==> src/rtl/core_pkg.sv <==
// Shared pipeline-control definitions: forwarding-source encodings, hazard FSM states
// and the register-match predicate used by the hazard controller.
package core_pkg;

  localparam logic [1:0] FWD_RF  = 2'd0;
  localparam logic [1:0] FWD_EX  = 2'd1;
  localparam logic [1:0] FWD_MEM = 2'd2;
  localparam logic [1:0] FWD_WB  = 2'd3;

  typedef enum logic {
    RUN      = 1'b0,
    LU_STALL = 1'b1
  } hz_state_e;

  // x0 is hardwired to zero, so it never creates a dependency.
  function automatic logic reg_match(
    input logic       have_inst,
    input logic       rf_we,
    input logic [4:0] w_r,
    input logic [4:0] r_r,
    input logic       r_en,
    input logic       id_have
  );
    return have_inst && rf_we && (w_r == r_r) && (r_r != 5'd0) && r_en && id_have;
  endfunction

endpackage

==> src/rtl/sat_counter.sv <==
// Saturating event counter with synchronous active-low reset and synchronous clear.
module sat_counter #(
  parameter int CNT_W = 32
) (
  input  logic             clk,
  input  logic             rst_n,
  input  logic             clr,
  input  logic             inc,
  output logic [CNT_W-1:0] cnt
);

  localparam logic [CNT_W-1:0] CNT_MAX = {CNT_W{1'b1}};

  logic [CNT_W-1:0] r_cnt;

  // clear beats increment; holding at all-ones prevents wrap
  always_ff @(posedge clk) begin
    if (!rst_n) begin
      r_cnt <= '0;
    end else if (clr) begin
      r_cnt <= '0;
    end else if (inc && (r_cnt != CNT_MAX)) begin
      r_cnt <= r_cnt + CNT_W'(1);
    end else begin
      r_cnt <= r_cnt;
    end
  end

  assign cnt = r_cnt;

endmodule

==> src/rtl/hazard_ctrl.sv <==
// Hazard controller for the 5-stage RV32 pipeline: load-use / RAW stalls, branch flushes,
// operand-forwarding selects and saturating performance counters.
module hazard_ctrl
  import core_pkg::*;
#(
  parameter int CNT_W  = 32,
  parameter int FWD_EN = 1
) (
  input  logic             clk,
  input  logic             rst_n,
  input  logic             id_have_inst,
  input  logic [4:0]       id_rR1,
  input  logic [4:0]       id_rR2,
  input  logic             id_re1,
  input  logic             id_re2,
  input  logic             ex_have_inst,
  input  logic [4:0]       ex_wR,
  input  logic             ex_rf_we,
  input  logic             ex_is_load,
  input  logic             ex_branch_taken,
  input  logic             mem_have_inst,
  input  logic [4:0]       mem_wR,
  input  logic             mem_rf_we,
  input  logic             wb_have_inst,
  input  logic [4:0]       wb_wR,
  input  logic             wb_rf_we,
  input  logic             cnt_clr,
  output logic             pipeline_stop,
  output logic             id_ex_hazard,
  output logic             if_id_flush,
  output logic [1:0]       fwd_sel1,
  output logic [1:0]       fwd_sel2,
  output logic [CNT_W-1:0] stall_cnt,
  output logic [CNT_W-1:0] flush_cnt,
  output logic [CNT_W-1:0] fwd_cnt
);

  hz_state_e r_state;
  hz_state_e w_state_nxt;

  logic w_ex_m1, w_ex_m2, w_mem_m1, w_mem_m2, w_wb_m1, w_wb_m2;
  logic w_lu_stall, w_raw_stall, w_stall;
  logic w_stall_inc, w_flush_inc, w_fwd_inc;
  logic [1:0] w_sel1, w_sel2;

  assign w_ex_m1  = reg_match(ex_have_inst,  ex_rf_we,  ex_wR,  id_rR1, id_re1, id_have_inst);
  assign w_ex_m2  = reg_match(ex_have_inst,  ex_rf_we,  ex_wR,  id_rR2, id_re2, id_have_inst);
  assign w_mem_m1 = reg_match(mem_have_inst, mem_rf_we, mem_wR, id_rR1, id_re1, id_have_inst);
  assign w_mem_m2 = reg_match(mem_have_inst, mem_rf_we, mem_wR, id_rR2, id_re2, id_have_inst);
  assign w_wb_m1  = reg_match(wb_have_inst,  wb_rf_we,  wb_wR,  id_rR1, id_re1, id_have_inst);
  assign w_wb_m2  = reg_match(wb_have_inst,  wb_rf_we,  wb_wR,  id_rR2, id_re2, id_have_inst);

  // Without forwarding only the WB write-through path remains.
  function automatic logic [1:0] fwd_pick(input logic ex_m, input logic mem_m, input logic wb_m);
    logic [1:0] sel;
    sel = FWD_RF;
    if (FWD_EN != 0) begin
      if (ex_m && !ex_is_load) sel = FWD_EX;
      else if (mem_m)          sel = FWD_MEM;
      else if (wb_m)           sel = FWD_WB;
      else                     sel = FWD_RF;
    end else begin
      if (wb_m) sel = FWD_WB;
      else      sel = FWD_RF;
    end
    return sel;
  endfunction

  assign w_sel1 = fwd_pick(w_ex_m1, w_mem_m1, w_wb_m1);
  assign w_sel2 = fwd_pick(w_ex_m2, w_mem_m2, w_wb_m2);

  assign w_lu_stall  = (FWD_EN != 0) && (r_state == RUN) && ex_is_load && (w_ex_m1 || w_ex_m2);
  assign w_raw_stall = (FWD_EN == 0) && (w_ex_m1 || w_ex_m2 || w_mem_m1 || w_mem_m2);
  assign w_stall     = w_lu_stall || w_raw_stall;

  // stall FSM state register
  always_ff @(posedge clk) begin
    if (!rst_n) r_state <= RUN;
    else        r_state <= w_state_nxt;
  end

  // next state: a load-use bubble lasts exactly one cycle; a flush keeps RUN
  always_comb begin
    w_state_nxt = RUN;
    case (r_state)
      RUN: begin
        if (w_lu_stall && !ex_branch_taken) w_state_nxt = LU_STALL;
        else                                w_state_nxt = RUN;
      end
      LU_STALL: w_state_nxt = RUN;
      default:  w_state_nxt = RUN;
    endcase
  end

  // control outputs: reset forcing, then flush, then stall
  always_comb begin
    pipeline_stop = 1'b0;
    id_ex_hazard  = 1'b0;
    if_id_flush   = 1'b0;
    fwd_sel1      = FWD_RF;
    fwd_sel2      = FWD_RF;
    if (!rst_n) begin
      id_ex_hazard = 1'b1;
      if_id_flush  = 1'b1;
    end else begin
      fwd_sel1 = w_sel1;
      fwd_sel2 = w_sel2;
      if (ex_branch_taken) begin
        if_id_flush  = 1'b1;
        id_ex_hazard = 1'b1;
      end else if (w_stall) begin
        pipeline_stop = 1'b1;
        id_ex_hazard  = 1'b1;
      end else begin
        pipeline_stop = 1'b0;
      end
    end
  end

  assign w_stall_inc = w_stall && !ex_branch_taken;
  assign w_flush_inc = ex_branch_taken;
  assign w_fwd_inc   = ((w_sel1 != FWD_RF) || (w_sel2 != FWD_RF)) && !w_stall && !ex_branch_taken;

  sat_counter #(.CNT_W(CNT_W)) u_stall_cnt (
    .clk(clk), .rst_n(rst_n), .clr(cnt_clr), .inc(w_stall_inc), .cnt(stall_cnt)
  );
  sat_counter #(.CNT_W(CNT_W)) u_flush_cnt (
    .clk(clk), .rst_n(rst_n), .clr(cnt_clr), .inc(w_flush_inc), .cnt(flush_cnt)
  );
  sat_counter #(.CNT_W(CNT_W)) u_fwd_cnt (
    .clk(clk), .rst_n(rst_n), .clr(cnt_clr), .inc(w_fwd_inc), .cnt(fwd_cnt)
  );

endmodule

==> config.mk <==
export PLATFORM = sky130hd
export DESIGN_NAME = hazard_ctrl
export DESIGN_NICKNAME = d
export VERILOG_FILES = /design/src/rtl/core_pkg.sv /design/src/rtl/sat_counter.sv /design/src/rtl/hazard_ctrl.sv
export SDC_FILE = /design/constraint.sdc
export NUM_CORES = 1
export LEC_CHECK = 0
export ABC_AREA = 1
export BUFFER_PORTS_ARGS = -buffer_cell sky130_fd_sc_hd__buf_4
export CAP_MARGIN = 20
export CELL_PAD_IN_SITES_DETAIL_PLACEMENT = 0
export CELL_PAD_IN_SITES_GLOBAL_PLACEMENT = 2
export CORE_ASPECT_RATIO = 2
export CORE_MARGIN = 2
export CORE_UTILIZATION = 28
export CTS_CLUSTER_DIAMETER = 100
export CTS_CLUSTER_SIZE = 14
export DETAILED_ROUTE_END_ITERATION = 8
export PLACE_DENSITY = 0.81
export SLEW_MARGIN = 20
export SYNTH_ARGS = -nofsm -noshare
export SYNTH_HDL_FRONTEND = slang
export SYNTH_SLANG_ARGS = --single-unit
==> constraint.sdc <==
create_clock -name clk -period 2.7 [get_ports clk]
set_clock_uncertainty 0.1 [all_clocks]
set_input_delay 0.675 -clock clk [delete_from_list [all_inputs] [get_ports clk]]
set_output_delay 0.675 -clock clk [all_outputs]
set_load 0.05 [all_outputs]
==> key figures, run 1 <==
Run status
  • Status: finished clean

Run
  • MaxCap Viol Count: 0

Floorplan
  • Core area: 0.0221 sq mm
  • Initial Util: 28.4%
  • Number of primary I/O pins: 142
  • Full die area: 0.0237 sq mm
  • Die H: about 220 um
  • Row Count: 77
  • Chip width: about 110 um

Routing
  • DRT Wirelength: 20,700 um
  • Antenna Nets Post-Route: 0
  • DR iter-0 viols: 221
  • Vias per inst: about 4.6
  • Drt drc: 0
  • 1st-pass router iterations: 4
  • Avg WL per Cell: 13.8 um
  • Vias after detailed routing: 6,868

Synth
  • Mapped Nets: about 1,100
  • Synth Register Bits: 97
  • Synth Cell Area: 0.00627 sq mm
  • Synth warn: 0
  • Synth Instances: 1,059
  • Netlist cell types: 35
  • Avg Inst Size Synth: about 6 sq um
  • Seq/Total Area, Yosys: 31.0%

Placed design
  • Post-DP HPWL: roughly 16,000 um
  • Gpl congestion: about 0.90
  • Dpl cells: about 1,500
  • Count of input and output buffers: 141
  • Dpl cell area: 0.00783 sq mm

Final layout
  • Most frequent cells in the layout: nand2_1 (271), nor2_1 (176), inv_1 (176)
  • Design area: 0.00817 sq mm
  • Layout cells sized above 1: a little under a fifth
  • Multi-input logic area: 0.00352 sq mm
  • N_diodes: 0
  • Reg area: slightly below 0.002 sq mm
  • Post-Layout Cell Count: 1,494
  • Final nets: 1,255
  • Leading cell type in the layout, fill and taps excluded: nand2_1
  • Number of fill cells: 2,508
  • Final Util: 37.0%
  • Synthesis-to-finish area growth: 30.4%

Pwr
  • Max rail drop VDD: roughly 0.24 mV
  • Final Total Pwr: 3160 uW
  • PD cells: just under 400 mW/mm^2
  • Leakage: approximately 0.0035 uW

Setup path
  • Critical-path maximum fanout: 5
  • Max stage delay on crit path: 190 ps
  • Slowest stage cell, crit path: a21oi_4
  • Worst EP required: 1920 ps
  • Crit. End Element: primary output
  • Crit path launch type: primary input
  • Worst path cell trace: buf_4 -> nor2_1 -> nand3_1 -> inv_1 -> nor2_1 -> nand2_1 -> nand2_2 -> a21oi_4 -> nand2_4 -> buf_4
  • Critical path class: primary input to primary output
  • CP Data Arrival Time: around 1900 ps

Clock network
  • Deepest clock path buffer count: 2
  • Hold_buf cts: 0
  • Htree depth: 3
  • Clock Tree Root: clkbuf_16
  • Clk sinks: 97
  • CTS tree: yes
  • Clk Latency, worst-skew pair: 370 ps
  • Clock Pin Slew Worst Setup and Hold Paths: approximately 70 ps
  • CTS Buf Count: 9

Min path
  • HP Class: flop to flop

GRT
  • Vias in the first global route: 6,737
  • First-pass GRT wire length: 33,300 um
  • Largest net degree at the start of global routing: 35
  • Gr usage total: 18.2%
  • Initial antenna violation count: 0
  • Remaining global-route overflow: 0

STA
  • Tcrit/Tclk final: a little over nine tenths
  • Final Max Tran Viols: 0
  • Min Clock Period, post-route: between 2000 and 3000 ps
  • Worst Tran Pin Value: 430 ps
  • Final hold vios: 0
  • Fmax: around 380 MHz
  • Slew headroom: 71.3%
  • # setup viols final: 0
synthesized netlist by cell type (all sizes together):
library cell | n | area [sq um]
a31oi | 2 | 12.5
nand3b | 2 | 15.0
xnor2 | 17 | 149
nand2 | 278 | 1060
clkbuf | 4 | 15.0
o21a | 1 | 7.51
nor3 | 29 | 155
nand3 | 96 | 505
dfxtp | 97 | 1940
nor3b | 2 | 15.0
nand4 | 48 | 300
inv | 181 | 679
or2 | 1 | 6.26
a21boi | 1 | 7.51
buf | 25 | 146
xor2 | 4 | 35.0
a21oi | 53 | 280
clkinv | 1 | 3.75
a31o | 1 | 8.76
ha | 3 | 37.5
o21ai | 23 | 115
nor2 | 190 | 772
flip-flops by register name (all words and copies together) (netlist names):
signal	count
r_state	1
u_flush_cnt.cnt	32
u_fwd_cnt.cnt	32
u_stall_cnt.cnt	32
critical path, delay by kind of cell:
kind | cells | cell delay [ps]
simple gates | 6 | 560
buf+inv | 3 | 430
compound gates | 1 | 190
per-stage QoR:
step,hold slack (ps),TNS (ps),worst slack (ps)
final,400,0,66.0
after global routing,444,-23.8,-21.2
after CTS,408,0,43.3
after detailed placement,395,0,49.1
after global placement,384,0,52.9
after floorplan,475,0,42.0
cell type report:
cell class | count | area share [%]
Timing Repair Buffer | 172 | 16.7
Clock inverter | 6 | 1.10
Clock buffer | 10 | 2.80
Tap cell | 276 | 4.23
Multi-Input combinational cell | 751 | 43.1
Sequential cell | 97 | 23.8
Inverter | 182 | 8.36
path summary, 6_finish.rpt:
check	startpoint	endpoint	slack (ps)	cells past startpoint
setup / recovery	id_rR2[0]	id_ex_hazard	70	10
hold / removal	u_flush_cnt.cnt[11]	u_flush_cnt.cnt[11]	400	2
setup reg to reg	u_stall_cnt.cnt[0]	u_stall_cnt.cnt[23]	390	15
hold reg to reg	u_flush_cnt.cnt[11]	u_flush_cnt.cnt[11]	400	2
power breakdown:
| part | total, uW | internal, uW | switching, uW |
|---|---|---|---|
| sequential | 1430 | 1430 | 1.88 |
| clock | 1450 | 819 | 627 |
| combinational | 287 | 112 | 175 |
routing by layer:
layer	up-vias	track usage, %	share of wire, %
met5	-	0	0
met4	0	8.57	4.1
met3	37	3.90	4.4
met2	140	34.8	56
met1	3075	17.6	36
li1	3616	-	-
cell families after synthesis:
| group | Yosys count | share of synthesized area [%] |
|---|---|---|
| compound gates | 81 | 6.89 |
| flops | 97 | 31.0 |
| xor+xnor | 21 | 2.93 |
| simple gates | 646 | 45.1 |
| fa+ha+maj | 3 | 0.599 |
| buf+inv | 211 | 13.5 |
timing repair:
action,in CTS,in global routing
buffers inserted,0,0
gates resized for setup,0,8
setup endpoints to repair,0,5
(Power assumes the default switching activity.)
==> run 2, diff against run 1 <==
Settings changed: PLACE_DENSITY 0.81 to 0.79.
==> run 2 against run 1 <==
First-iteration DRC count is 26% higher. Clock-buffer cell count up 1. Power decreased by 0.57%. Worst hold slack improved by 7.3 ps. Cell area is 0.66% higher. Final cell count unchanged. Non-clock buffer count did not move. Sequential power hardly changed. Largest power group is now sequential cells.
==> key figures, run 2 (synthesized netlist as in run 1, its figures left out) <==
Setup path
  • Critical-path maximum fanout: 3 (was 5)
  • Reg2Reg Depth: 13 (was 15)
  • Worst R2R Start: u_fwd_cnt.cnt[1] (was u_stall_cnt.cnt[0])
  • Slowest stage cell, crit path: buf_6 (was a21oi_4)
  • CP Data Arrival Time: 1880 ps (was 1860 ps)
  • RR Endpoint: u_fwd_cnt.cnt[5] (was u_stall_cnt.cnt[23])
  • Crit path launch type: primary input (unchanged)
  • Crit. End Element: primary output (unchanged)
  • Worst EP required: 1920 ps (about the same)
  • R2R Setup Slk: 340 ps (was 390 ps)
  • Top cell by count, worst path: buf_4
  • Max stage delay on crit path: 170 ps (was 190 ps)
  • Worst path cell trace: buf_4 -> nor2_4 -> nand3_1 -> inv_1 -> buf_4 -> nor2_1 -> nand2_2 -> nand2_1 -> a21oi_2 -> buf_6 (was buf_4 -> nor2_1 -> nand3_1 -> inv_1 -> nor2_1 -> nand2_1 -> nand2_2 -> a21oi_4 -> nand2_4 -> buf_4)
  • Critical path class: primary input to primary output (unchanged)

Pwr
  • Internal cell power: 2320 uW (was 2360 uW)
  • Logic pwr share: 9.4% (was 9.1%)
  • Leakage: 0.00353 uW (was 0.00351 uW)
  • Max rail drop VDD: 0.278 mV (was 0.236 mV)
  • Switch share: 26.3% (was 25.4%)
  • PD cells: 383 mW/mm^2 (was 387 mW/mm^2)
  • Net Sw Power: 826 uW (was 804 uW)
  • Clock power frac: 45.1% (was 45.7%)
  • Register share of total power: 45.5% (was 45.3%)

Routing
  • Avg WL per Cell: 14.2 um (was 13.8 um)
  • Antenna Nets Post-Route: 0 (unchanged)
  • DRT Wirelength: 21,200 um (was 20,700 um)
  • Vias per inst: 4.59 (was 4.60)
  • 1st-pass router iterations: 4 (unchanged)
  • Vias after detailed routing: 6,862 (was 6,868)
  • DR iter-0 viols: 278 (was 221)
  • Drt drc: 0 (unchanged)

Min path
  • Hold path startpoint: u_flush_cnt.cnt[11] (unchanged)
  • Hold Path Depth: 2 (unchanged)
  • HP Class: flop to flop (unchanged)
  • Hold Path End: u_flush_cnt.cnt[11] (unchanged)

STA
  • Final Max Tran Viols: 0 (unchanged)
  • # setup viols final: 0 (unchanged)
  • Tcrit/Tclk final: 98.4% (was 97.6%)
  • Final hold vios: 0 (unchanged)
  • Worst Tran Pin Value: 391 ps (was 430 ps)
  • Unrepaired setup endpoints after global routing: true
  • Min Clock Period, post-route: 2660 ps (was 2630 ps)
  • Fmax: 376 MHz (was 380 MHz)
  • Slew headroom: 73.8% (was 71.3%)
  • Hold_ws: 407 ps (was 400 ps)

Clock network
  • CTS Buf Count: 9 (unchanged)
  • Clk Latency, worst-skew pair: 370 ps (about the same)
  • Clock Pin Slew Worst Setup and Hold Paths: 80 ps (was 70 ps)
  • Clk sinks: 97 (unchanged)
  • Deepest clock path buffer count: 2 (unchanged)
  • Hold_buf cts: 0 (unchanged)
  • Clock Tree Root: clkbuf_16 (unchanged)
  • CTS tree: yes (unchanged)
  • Htree depth: 3 (unchanged)
  • Setup Fix Bufs, Post-CTS: 0 (unchanged)

Final layout
  • N_diodes: 0 (unchanged)
  • Multi-input logic area: 0.00356 sq mm (was 0.00352 sq mm)
  • Most frequent cells in the layout: nand2_1 (268), inv_1 (178), nor2_1 (171) (was nand2_1 (271), nor2_1 (176), inv_1 (176))
  • Final Util: 37.3% (was 37.0%)
  • Leading cell type in the layout, fill and taps excluded: nand2_1 (unchanged)
  • Reg area: 0.00194 sq mm (unchanged)
  • Final nets: 1,255 (unchanged)
  • Synthesis-to-finish area growth: 31.2% (was 30.4%)
  • Layout cells sized above 1: 19.0% (was 18.3%)
  • Number of fill cells: 2,511 (was 2,508)

GRT
  • Largest net degree at the start of global routing: 64 (was 35)
  • Gr usage total: 18.8% (was 18.2%)
  • First-pass GRT wire length: 34,100 um (was 33,300 um)
  • Initial antenna violation count: 0 (unchanged)
  • Vias in the first global route: 6,820 (was 6,737)
  • Remaining global-route overflow: 0 (unchanged)

Floorplan
  • Core area: 0.0221 sq mm (unchanged)
  • Row Count: 77 (unchanged)
  • Number of primary I/O pins: 142 (unchanged)
  • Die H: 216 um (unchanged)
  • Full die area: 0.0237 sq mm (unchanged)
  • Initial Util: 28.4% (unchanged)
  • Chip width: 110 um (unchanged)

Run status
  • Status: finished clean (unchanged)

Placed design
  • Post-DP HPWL: 16,700 um (was 16,500 um)
  • Gpl congestion: 0.925 (was 0.899)
  • Count of input and output buffers: 141 (unchanged)

Run
  • MaxCap Viol Count: 0 (unchanged)
run 2: worst max-delay path: cells and delay by family:
family          cells  cell delay, ps
simple gates        5             500
buf+inv             4             530
compound gates      1             160
run 2: stage by stage:
stage                     cell area (sq um)  instances  power (uW)  TNS [ps]  setup WS, ps
after floorplan                        6290       1059        1620         0          42.0
after global placement                 7850       1478        1760     -1370          -112
after detailed placement               7850       1478        1760      -803         -88.6
after CTS                              8170       1494        3210         0         0.910
after global routing                   8220       1494        3300     -10.0         -10.0
final                                  8220       1494        3150         0          42.8
run 2: area by class of cell:
class	instances	share of cell area, %
Multi-Input combinational cell	751	43.3
Sequential cell	97	23.6
Timing Repair Buffer	172	16.8
Inverter	182	8.31
Tap cell	276	4.20
Clock buffer	11	3.07
Clock inverter	5	0.745
run 2: worst max path at each step:
stage	start	end	slack [ps]	depth (start not counted)
after global placement	id_rR2[0]	fwd_sel2[0]	-110	10
after floorplan	id_rR1[0]	id_ex_hazard	40	10
after CTS	id_rR2[3]	fwd_sel2[1]	0.9	10
after global routing	id_rR2[3]	fwd_sel2[1]	-10	10
final	id_rR2[1]	fwd_sel2[0]	40	10
after detailed placement	id_rR2[0]	fwd_sel2[0]	-90	10
run 2: power groups by stage:
| stage | Clock [uW] | Combinational, uW | Sequential (uW) |
|---|---|---|---|
| detailed placement | 0 | 291 | 1470 |
| finish | 1420 | 294 | 1430 |
| CTS | 1490 | 294 | 1430 |
| global route | 1540 | 326 | 1430 |
| floorplan | 0 | 152 | 1470 |
| global placement | 0 | 291 | 1470 |
run 2: what timing repair did:
item / in CTS / in global routing
resized for setup: 2 / 17
setup endpoints to repair: 3 / 6
pin swaps: 0 / 3
run 2: metal layers:
| metal | track usage, % | vias up | share of wire (%) |
|---|---|---|---|
| li1 | - | 3618 | - |
| met1 | 17.6 | 3062 | 35 |
| met2 | 35.7 | 143 | 55 |
| met3 | 4.68 | 39 | 4.9 |
| met4 | 9.96 | 0 | 4.7 |
| met5 | 0 | - | 0 |
